--- src/rtl/sevenseg_scan_if.sv ---
// Bundle between the time datapath and the seven-segment scanner.
// The master supplies the digit values and attributes; the slave drives the display pins.
interface sevenseg_scan_if #(
  parameter int NUM_DIGITS = 4
);
  logic [4*NUM_DIGITS-1:0] digits;
  logic [NUM_DIGITS-1:0]   dots;
  logic [NUM_DIGITS-1:0]   blank;
  logic [NUM_DIGITS-1:0]   blink;
  logic                    lz_en;
  logic [0:6]              segments;
  logic                    dot_n;
  logic [NUM_DIGITS-1:0]   anode_active;
  logic                    frame_tick;

  modport master (
    output digits, dots, blank, blink, lz_en,
    input  segments, dot_n, anode_active, frame_tick
  );

  modport slave (
    input  digits, dots, blank, blink, lz_en,
    output segments, dot_n, anode_active, frame_tick
  );
endinterface

--- src/rtl/sevenseg_scan.sv ---
// Self-scanning common-anode seven-segment driver with dead time, blink,
// blanking, leading-zero suppression and optional hex decode.
module sevenseg_scan #(
  parameter int NUM_DIGITS   = 4,
  parameter int SCAN_DIV     = 100000,
  parameter int DEAD_CYCLES  = 1000,
  parameter int BLINK_FRAMES = 128,
  parameter int HEX_EN       = 1
) (
  input logic            clk,
  input logic            reset,
  sevenseg_scan_if.slave bus
);

  localparam int IDX_W = $clog2(NUM_DIGITS);
  localparam int PW    = $clog2(SCAN_DIV);
  localparam int FW    = (BLINK_FRAMES > 1) ? $clog2(BLINK_FRAMES) : 1;

  localparam logic [PW-1:0]    P_LAST = PW'(SCAN_DIV - 1);
  localparam logic [IDX_W-1:0] I_LAST = IDX_W'(NUM_DIGITS - 1);
  localparam logic [FW-1:0]    F_LAST = FW'(BLINK_FRAMES - 1);

  logic [PW-1:0]    presc;
  logic [IDX_W-1:0] idx;
  logic [FW-1:0]    fcnt;
  logic             hidden;
  logic             slot_end;
  logic             frame_end;

  logic [3:0]            cur_val;
  logic                  cur_dp;
  logic                  cur_blank;
  logic                  cur_blink;
  logic                  cur_zero;
  logic [NUM_DIGITS-1:0] zero_from;
  logic                  zacc;
  logic                  in_dead;
  logic                  suppress;
  logic                  dark;

  logic [0:6]            seg_p0;
  logic                  dot_p0;
  logic [NUM_DIGITS-1:0] anode_p0;

  function automatic logic [0:6] decode(input logic [3:0] v);
    logic [0:6] s;
    case (v)
      4'h0:    s = 7'b0000001;
      4'h1:    s = 7'b1001111;
      4'h2:    s = 7'b0010010;
      4'h3:    s = 7'b0000110;
      4'h4:    s = 7'b1001100;
      4'h5:    s = 7'b0100100;
      4'h6:    s = 7'b0100000;
      4'h7:    s = 7'b0001111;
      4'h8:    s = 7'b0000000;
      4'h9:    s = 7'b0000100;
      4'hA:    s = 7'b0001000;
      4'hB:    s = 7'b1100000;
      4'hC:    s = 7'b0110001;
      4'hD:    s = 7'b1000010;
      4'hE:    s = 7'b0110000;
      default: s = 7'b0111000;
    endcase
    if (HEX_EN == 0 && v > 4'd9) s = 7'b1111111;
    return s;
  endfunction

  assign slot_end  = (presc == P_LAST);
  assign frame_end = slot_end && (idx == I_LAST);

  // Stage p0: scan counters (prescaler, digit index, frame/blink)
  always_ff @(posedge clk or posedge reset) begin
    if (reset) begin
      presc  <= '0;
      idx    <= '0;
      fcnt   <= '0;
      hidden <= 1'b0;
    end else begin
      presc <= slot_end ? '0 : presc + 1'b1;
      if (slot_end) idx <= (idx == I_LAST) ? '0 : idx + 1'b1;
      if (frame_end) begin
        if (fcnt == F_LAST) begin
          fcnt   <= '0;
          hidden <= ~hidden;
        end else begin
          fcnt <= fcnt + 1'b1;
        end
      end
    end
  end

  // zero_from[i] is set when digit i and every digit above it are zero.
  always_comb begin
    zero_from = '0;
    zacc      = 1'b1;
    for (int i = NUM_DIGITS - 1; i >= 0; i--) begin
      zacc         = zacc & (bus.digits[4*i +: 4] == 4'd0);
      zero_from[i] = zacc;
    end
  end

  always_comb begin
    cur_val   = '0;
    cur_dp    = 1'b0;
    cur_blank = 1'b0;
    cur_blink = 1'b0;
    cur_zero  = 1'b0;
    for (int i = 0; i < NUM_DIGITS; i++) begin
      if (idx == IDX_W'(i)) begin
        cur_val   = bus.digits[4*i +: 4];
        cur_dp    = bus.dots[i];
        cur_blank = bus.blank[i];
        cur_blink = bus.blink[i];
        cur_zero  = zero_from[i];
      end
    end
  end

  // A suppressed leading zero with its dot set keeps the anode on to show the dot.
  always_comb begin
    in_dead  = (int'(presc) < DEAD_CYCLES);
    suppress = bus.lz_en && (idx != '0) && cur_zero;
    dark     = in_dead | cur_blank | (cur_blink & hidden) | (suppress & ~cur_dp);
    anode_p0 = dark ? '1 : ~(NUM_DIGITS'(1) << idx);
    seg_p0   = (dark | suppress) ? 7'b1111111 : decode(cur_val);
    dot_p0   = dark | ~cur_dp;
  end

  // Stage p1: registered display pins
  always_ff @(posedge clk or posedge reset) begin
    if (reset) begin
      bus.segments     <= 7'b1111111;
      bus.dot_n        <= 1'b1;
      bus.anode_active <= '1;
      bus.frame_tick   <= 1'b0;
    end else begin
      bus.segments     <= seg_p0;
      bus.dot_n        <= dot_p0;
      bus.anode_active <= anode_p0;
      bus.frame_tick   <= frame_end;
    end
  end

endmodule

--- src/flat_wrapper.sv ---
// flat-port wrapper written by rule: the top's interface ports become plain ports
module sevenseg_scan_flat 
#(
  parameter int NUM_DIGITS   = 4,
  parameter int SCAN_DIV     = 100000,
  parameter int DEAD_CYCLES  = 1000,
  parameter int BLINK_FRAMES = 128,
  parameter int HEX_EN       = 1
)
  (clk, reset, bus_digits, bus_dots, bus_blank, bus_blink, bus_lz_en, bus_segments, bus_dot_n, bus_anode_active, bus_frame_tick);
  sevenseg_scan_if #(.NUM_DIGITS(NUM_DIGITS)) bus_i ();
  input logic clk;
  input logic reset;
  input wire logic [$bits(bus_i.digits)-1:0] bus_digits;
  input wire logic [$bits(bus_i.dots)-1:0] bus_dots;
  input wire logic [$bits(bus_i.blank)-1:0] bus_blank;
  input wire logic [$bits(bus_i.blink)-1:0] bus_blink;
  input wire logic [$bits(bus_i.lz_en)-1:0] bus_lz_en;
  output wire logic [$bits(bus_i.segments)-1:0] bus_segments;
  output wire logic [$bits(bus_i.dot_n)-1:0] bus_dot_n;
  output wire logic [$bits(bus_i.anode_active)-1:0] bus_anode_active;
  output wire logic [$bits(bus_i.frame_tick)-1:0] bus_frame_tick;
  assign bus_i.digits = bus_digits;
  assign bus_i.dots = bus_dots;
  assign bus_i.blank = bus_blank;
  assign bus_i.blink = bus_blink;
  assign bus_i.lz_en = bus_lz_en;
  assign bus_segments = bus_i.segments;
  assign bus_dot_n = bus_i.dot_n;
  assign bus_anode_active = bus_i.anode_active;
  assign bus_frame_tick = bus_i.frame_tick;
  sevenseg_scan #(.NUM_DIGITS(NUM_DIGITS), .SCAN_DIV(SCAN_DIV), .DEAD_CYCLES(DEAD_CYCLES), .BLINK_FRAMES(BLINK_FRAMES), .HEX_EN(HEX_EN)) u_core (.clk(clk), .reset(reset), .bus(bus_i));
endmodule
--- config.mk ---
export PLATFORM = sky130hd
export DESIGN_NAME = sevenseg_scan_flat
export DESIGN_NICKNAME = d
export VERILOG_FILES = /design/src/rtl/sevenseg_scan_if.sv /design/src/rtl/sevenseg_scan.sv /design/src/flat_wrapper.sv
export SDC_FILE = /design/constraint.sdc
export NUM_CORES = 1
export LEC_CHECK = 0
export BUFFER_PORTS_ARGS = -buffer_cell sky130_fd_sc_hd__buf_2
export CORE_AREA = 3 3 80 82
export CTS_BUF_LIST = sky130_fd_sc_hd__clkbuf_16
export CTS_CLUSTER_SIZE = 40
export DETAILED_ROUTE_END_ITERATION = 8
export DIE_AREA = 0 0 83 85
export GPL_ROUTABILITY_DRIVEN = 0
export SYNTH_ARGS = -nofsm -noshare
export SYNTH_HDL_FRONTEND = slang
export SYNTH_SLANG_ARGS = --single-unit
--- constraint.sdc ---
create_clock -name clk -period 2.45 [get_ports clk]
set_input_delay 0.3675 -clock clk [delete_from_list [all_inputs] [get_ports clk]]
set_output_delay 0.3675 -clock clk [all_outputs]
set_load 0.01 [all_outputs]
### Word level (Yosys, flattened, before mapping)

Memories as Yosys holds them, arrays and structs flattened.
Cells that the tools add are included.

| operators by class | value |
|---|---|
| add/subtract/negate cells | 3 |
| $mul | 0 |
| divide/modulo/power cells | 0 |
| $lt $le $gt $ge | 1 |
| eq/ne operators | 5 |
| shift operators | 1 |
| mux-type cells | 25 |
| bitwise logic cells | 13 |
| reduce and logical (&&, ||, !) cells | 10 |

Operators by type and width:

| cell | number |
|---|---|
| 4-bit two-way mux | 5 |
| 17-bit by 1-bit adder with 17-bit output, second input constant | 1 |
| 17-bit equality test, second input constant | 1 |
| 17-bit by 10-bit less-than comparator with 1-bit output, second input constant | 1 |
| 17-bit two-way mux | 1 |
| 4-bit zero test | 4 |
| 1-bit two-way mux | 16 |
| 7-bit two-way mux | 2 |
| 7-bit by 1-bit adder with 7-bit output, second input constant | 1 |
| 7-bit equality test, second input constant | 1 |
| 1-bit bitwise AND | 5 |
| 1-bit bitwise OR | 5 |
| 2-bit equality test, second input constant | 2 |
| 4-bit NOT | 1 |
| 1-bit by 2-bit left shift with 4-bit output, first input constant | 1 |
| 1-bit logical AND | 3 |
| 2-bit by 1-bit adder with 2-bit output, second input constant | 1 |
| 2-bit by 1-bit equality test with 1-bit output, second input constant | 1 |
| 2-bit zero test | 1 |
| 2-bit two-way mux | 1 |
| 1-bit NOT | 2 |
| 2-bit AND reduction | 1 |
| 2-bit nonzero test | 1 |

| storage, ports and cells | value |
|---|---|
| register bits after elaboration | 40 |
| bits in latches | 0 |
| memory bits (writable) | 0 |
| bits in read-only memories | 112 |
| output and inout port bits | 13 |
| word-level logic and storage cells | 67 |
| memories | 1 |

Memories:

| name | depth | bits a word | rd ports | clocked after memory_dff | write ports | line | text |
|---|---|---|---|---|---|---|---|
| (name not given) | 16 | 7 | 1 | 0 | 0 | sevenseg_scan.sv:47 | `case (v)` |

### Logic depth before layout (Yosys ltp)

| depth | value |
|---|---|
| word-level depth | 13 |
| gate-level depth with buffers | 12 |
| depth with buffers taken out | 11 |

### Worst setup path after synthesis

Ideal clock, no wire load.

| path | value |
|---|---|
| path type | flip-flop to flip-flop |
| start point | reg u_core.idx[1] |
| end point | reg u_core.bus.segments[3] |
| arrival | 2.178 ns |
| data required time | 2.349 ns |
| slack | 0.171 ns |
| cell stages (with the launch flop) | 11 |
| buffers on the path | 1 |
| clock period less this slack | 2.279 ns |
| cell sequence | dfrtp_1 inv_1 ha_1 clkbuf_1 nand2_1 o211ai_1 o221ai_1 ha_1 a21oi_1 a2111oi_0 o21ai_0 |

| between the ends | value |
|---|---|
| cells in the longest elaborated chain, start to end | 10 |
| elaborated cells on any way between the ends | 36 |
| those cells by class | eq/ne: 3; mux: 21; bitwise: 7; reduce/logical: 4; memory: 1 |

RTL lines:

| element | line | text |
|---|---|---|
| start, declared | sevenseg_scan.sv:24 | `logic [IDX_W-1:0] idx;` |
| start signal, assigned | sevenseg_scan.sv:81 | `if (slot_end) idx <= (idx == I_LAST) ? '0 : idx + 1'b1;` |
| parallel branches: the longest is 9 deep, another holds memory 16 x 7 bit | - |  |
| 7-bit two-way mux (*) | sevenseg_scan.sv:126 | `seg_p0 = (dark \| suppress) ? 7'b1111111 : decode(cur_val);` |
| via u_core.seg_p0, one bit | sevenseg_scan.sv:41 | `logic [0:6] seg_p0;` |
| end signal, assigned | sevenseg_scan.sv:138 | `bus.segments <= seg_p0;` |
| end, declared | sevenseg_scan_if.sv:23 | `output segments, dot_n, anode_active, frame_tick` |

Mark *: on every way through the listed nets, which the timed path passes.
A chain may end at the register's enable or synchronous reset.

### Worst setup path in the final report

| path | value |
|---|---|
| start point | reg u_core.idx[0] |
| end point | reg u_core.bus.segments[3] |

Same word-level chain as after synthesis.

==> out/results.ini <==
[yosys]
synthTopCellsByArea = dfrtp_1, dfstp_2, ha_1, xnor2_1, nand2_1
synth_commonest_cells = dfrtp_1, nand2_1, nor2_1
synth_most_common_cell = dfrtp_1
synth_seq_cells = 40
async_flop_share_pct = 100
synth_nets = 278
ys_dominant_reg_cell = dfrtp_1
synth_seq_area_share_pct = 44.1
synth_area_mm2 = 0.00230
synth_top_area_share_pct = 30.4
synth-edff-count = 0
synth_top_area_cell = dfrtp_1
yosys_warnings = 0
syn_area_per_cell_um2 = 9.80
yosysUniqueCellTypes = 52
syn_inst = 235

[clocking]
numClockSinks = 40
cts_tree = built
clk_pin_slew_ns = 0.06
cts_hold_buf = 0
clock_latency_ns = 0.28
cts-htree-levels = 2
cts_root_buffer = clkbuf_16
cts_made_buffers = 5
cts_buffer_depth = 2

[timing]
relSlewSlack_pct = 62.3
worst_slew_pin_slew_ns = 0.551
fin_crit_ns = 2.34
whs_ns = 0.210
maxSlewViolCount = 0
fmax_ghz = 0.428
finalSetupViolations = 0
finalClockSkew_ns = 0.00595
hold_viol = 0
post-route-period-util_pct = 95.3

[global_routing]
overflow = 0
grt_pass1_wl_mm = 8.85
antenna_found_initial = 0
grt_max_degree = 41
track_usage_pct = 15.8
grt_pass1_vias = 1882

[final_layout]
diodes = 0
fillers = 582
final_area_mm2 = 0.00285
utilization_pct = 49.0
syn_to_final_growth_pct = 23.9
drive_gt1_share_pct = 31.8
layout.nets = 334

[power_and_ir_drop]
p_int_uw = 1180
power_density_mw_per_mm2 = 522
p_leak_uw = 0.00124
pwr-share-seq_pct = 44.5
power_frac_comb_pct = 6.1
switching_power_uw = 308
peakVddDrop_uv = 334
switching_share_pct = 20.7
clkPwrFrac_pct = 49.5

[floorplan]
pin_count = 44
die_w_um = 83
core_mm2 = 0.00582
die_h_um = 85
rows = 28
die-area_mm2 = 0.00706
initial_core_util_pct = 39.6

[placed_design]
hpwl_mm = 3.98
post_dp_cell_area_mm2 = 0.00265
port_buffers = 43

[critical_path]
crit_slowest_cell = dfrtp_1
worstSetupPathType = reg2reg
cp_max_fo = 9
cp_cell_sequence = ha_1 -> buf_4 -> inv_1 -> o221ai_1 -> buf_4 -> ha_1 -> a21oi_1 -> a2111oi_1 -> o21ai_1
cp-end-kind = flop
critPathBufInv = 3
worst_setup_path_start_kind = flop
crit_family = compound AO/OA/AOI/OAI gates
ff2ff_setup_slack_ns = 0.11
cp_slowest_stage_delay_ns = 0.41
cp_data_arrival_time_ns = 2.53
cp.required_ns = 2.64

[drt]
dr.pass1.iters = 4
drcViolationCount = 0
num_vias = 1881
post_drt_wl_per_cell_um = 14.5
drt_iter0_markers = 57
final_antenna_net_count = 0
wl_mm = 5.34
vias_per_cell = 5.13

[run]
drv_cap = 0

[min_path]
hold_class = in2async

[status]
status = finished, final reports clean

state kept, by name, summed over array words and instances, names as in the netlist:
name                     count
u_core.presc                17
u_core.fcnt                  7
u_core.bus.frame_tick        1
u_core.idx                   2
u_core.bus.segments          7
u_core.bus.dot_n             1
u_core.hidden                1
u_core.bus.anode_active      4
layout make-up:
type	instances	area [um2]	area share, %
sequential	40	1020	35.6
multi-input combinational	177	1220	42.8
clock inverter	3	42.5	1.49
tap	75	93.8	3.29
inverter	11	41.3	1.45
timing repair buffer	56	313	11.0
clock buffer	5	125	4.39
tightest hold or removal path, stage by stage:
cell   delay (ns)
buf_2        0.10
inv_1        0.04
buf_4        0.43
timing repair:
action                     4_1_cts  5_1_grt
resized for setup                0        9
buffers inserted                 0        2
setup endpoints to repair        0        7
final timing paths:
| path | to | cells past startpoint | from |
|---|---|---|---|
| setup / recovery | u_core.bus.segments[3]$_DFF_PP1_ | 9 | u_core.idx[0]$_DFFE_PP0N_ |
| hold / removal | u_core.presc[10]$_DFF_PP0_ | 3 | reset |
| setup reg to reg | u_core.bus.segments[3]$_DFF_PP1_ | 9 | u_core.idx[0]$_DFFE_PP0N_ |
| hold reg to reg | u_core.fcnt[6]$_DFFE_PP0P_ | 1 | u_core.fcnt[6]$_DFFE_PP0P_ |
| max in group asynchronous | u_core.bus.anode_active[1]$_DFF_PP1_ | 3 | reset |
| min in group clk | u_core.bus.anode_active[3]$_DFF_PP1_ | 4 | bus_digits[14] |
power by group through the flow:
| stage | Clock [uW] | Sequential, uW | Combinational (uW) |
|---|---|---|---|
| 2_1_floorplan | 0 | 673 | 44.8 |
| 3_3_place_gp | 0 | 673 | 89.5 |
| 3_5_place_dp | 0 | 673 | 89.0 |
| 4_1_cts | 752 | 662 | 89.0 |
| 5_1_grt | 779 | 661 | 101 |
| 6_report | 736 | 662 | 90.2 |
metal layers:
metal  share of wire [%]  track usage (%)  wire (um)  vias to the layer above
li1                    -                -          -                      957
met2                  51             28.2       2740                       33
met5                   0                0          0                        -
met1                  44             18.2       2340                      884
met4                 1.5             6.24         78                        0
met3                 3.4             3.69        183                        7
kinds of logic after synthesis:
group | share of synthesized area (%)
simple gates | 24.3
buf+inv | 3.53
xor+xnor | 6.47
flops | 44.1
compound gates | 13.6
mux | 1.41
fa+ha+maj | 6.52
cell usage in the layout, fill, tap and decap left out, types with 3 or more instances in the layout:
cell        n
clkbuf_16   5
buf_4      13
dfrtp_1    28
xnor2_1    11
dfstp_2    12
inv_1       9
buf_2      43
nand2_1    22
and4_1      3
o211ai_1    7
a211oi_1    3
nand3_1    16
ha_2        3
ha_1        9
nor2_1     16
xor2_1      6
o221ai_1    3
o31ai_1     3
nand3b_1    3
and3_1      3
nand4_1     4
nand2b_1    4
nor2b_1     6
o21ai_0     8
a21oi_1     8
nor3_1      5
stage by stage:
step                      TNS [ns]  worst slack, ns  instances  power [uW]
after floorplan                  0            0.171        235         718
after global routing      -0.00975         -0.00975        367        1540
final                            0            0.114        367        1490
after CTS                        0           0.0881        365        1500
after detailed placement         0            0.103        357         762
after global placement           0            0.196        357         762
No activity file was read; power rests on OpenSTA's default activity.
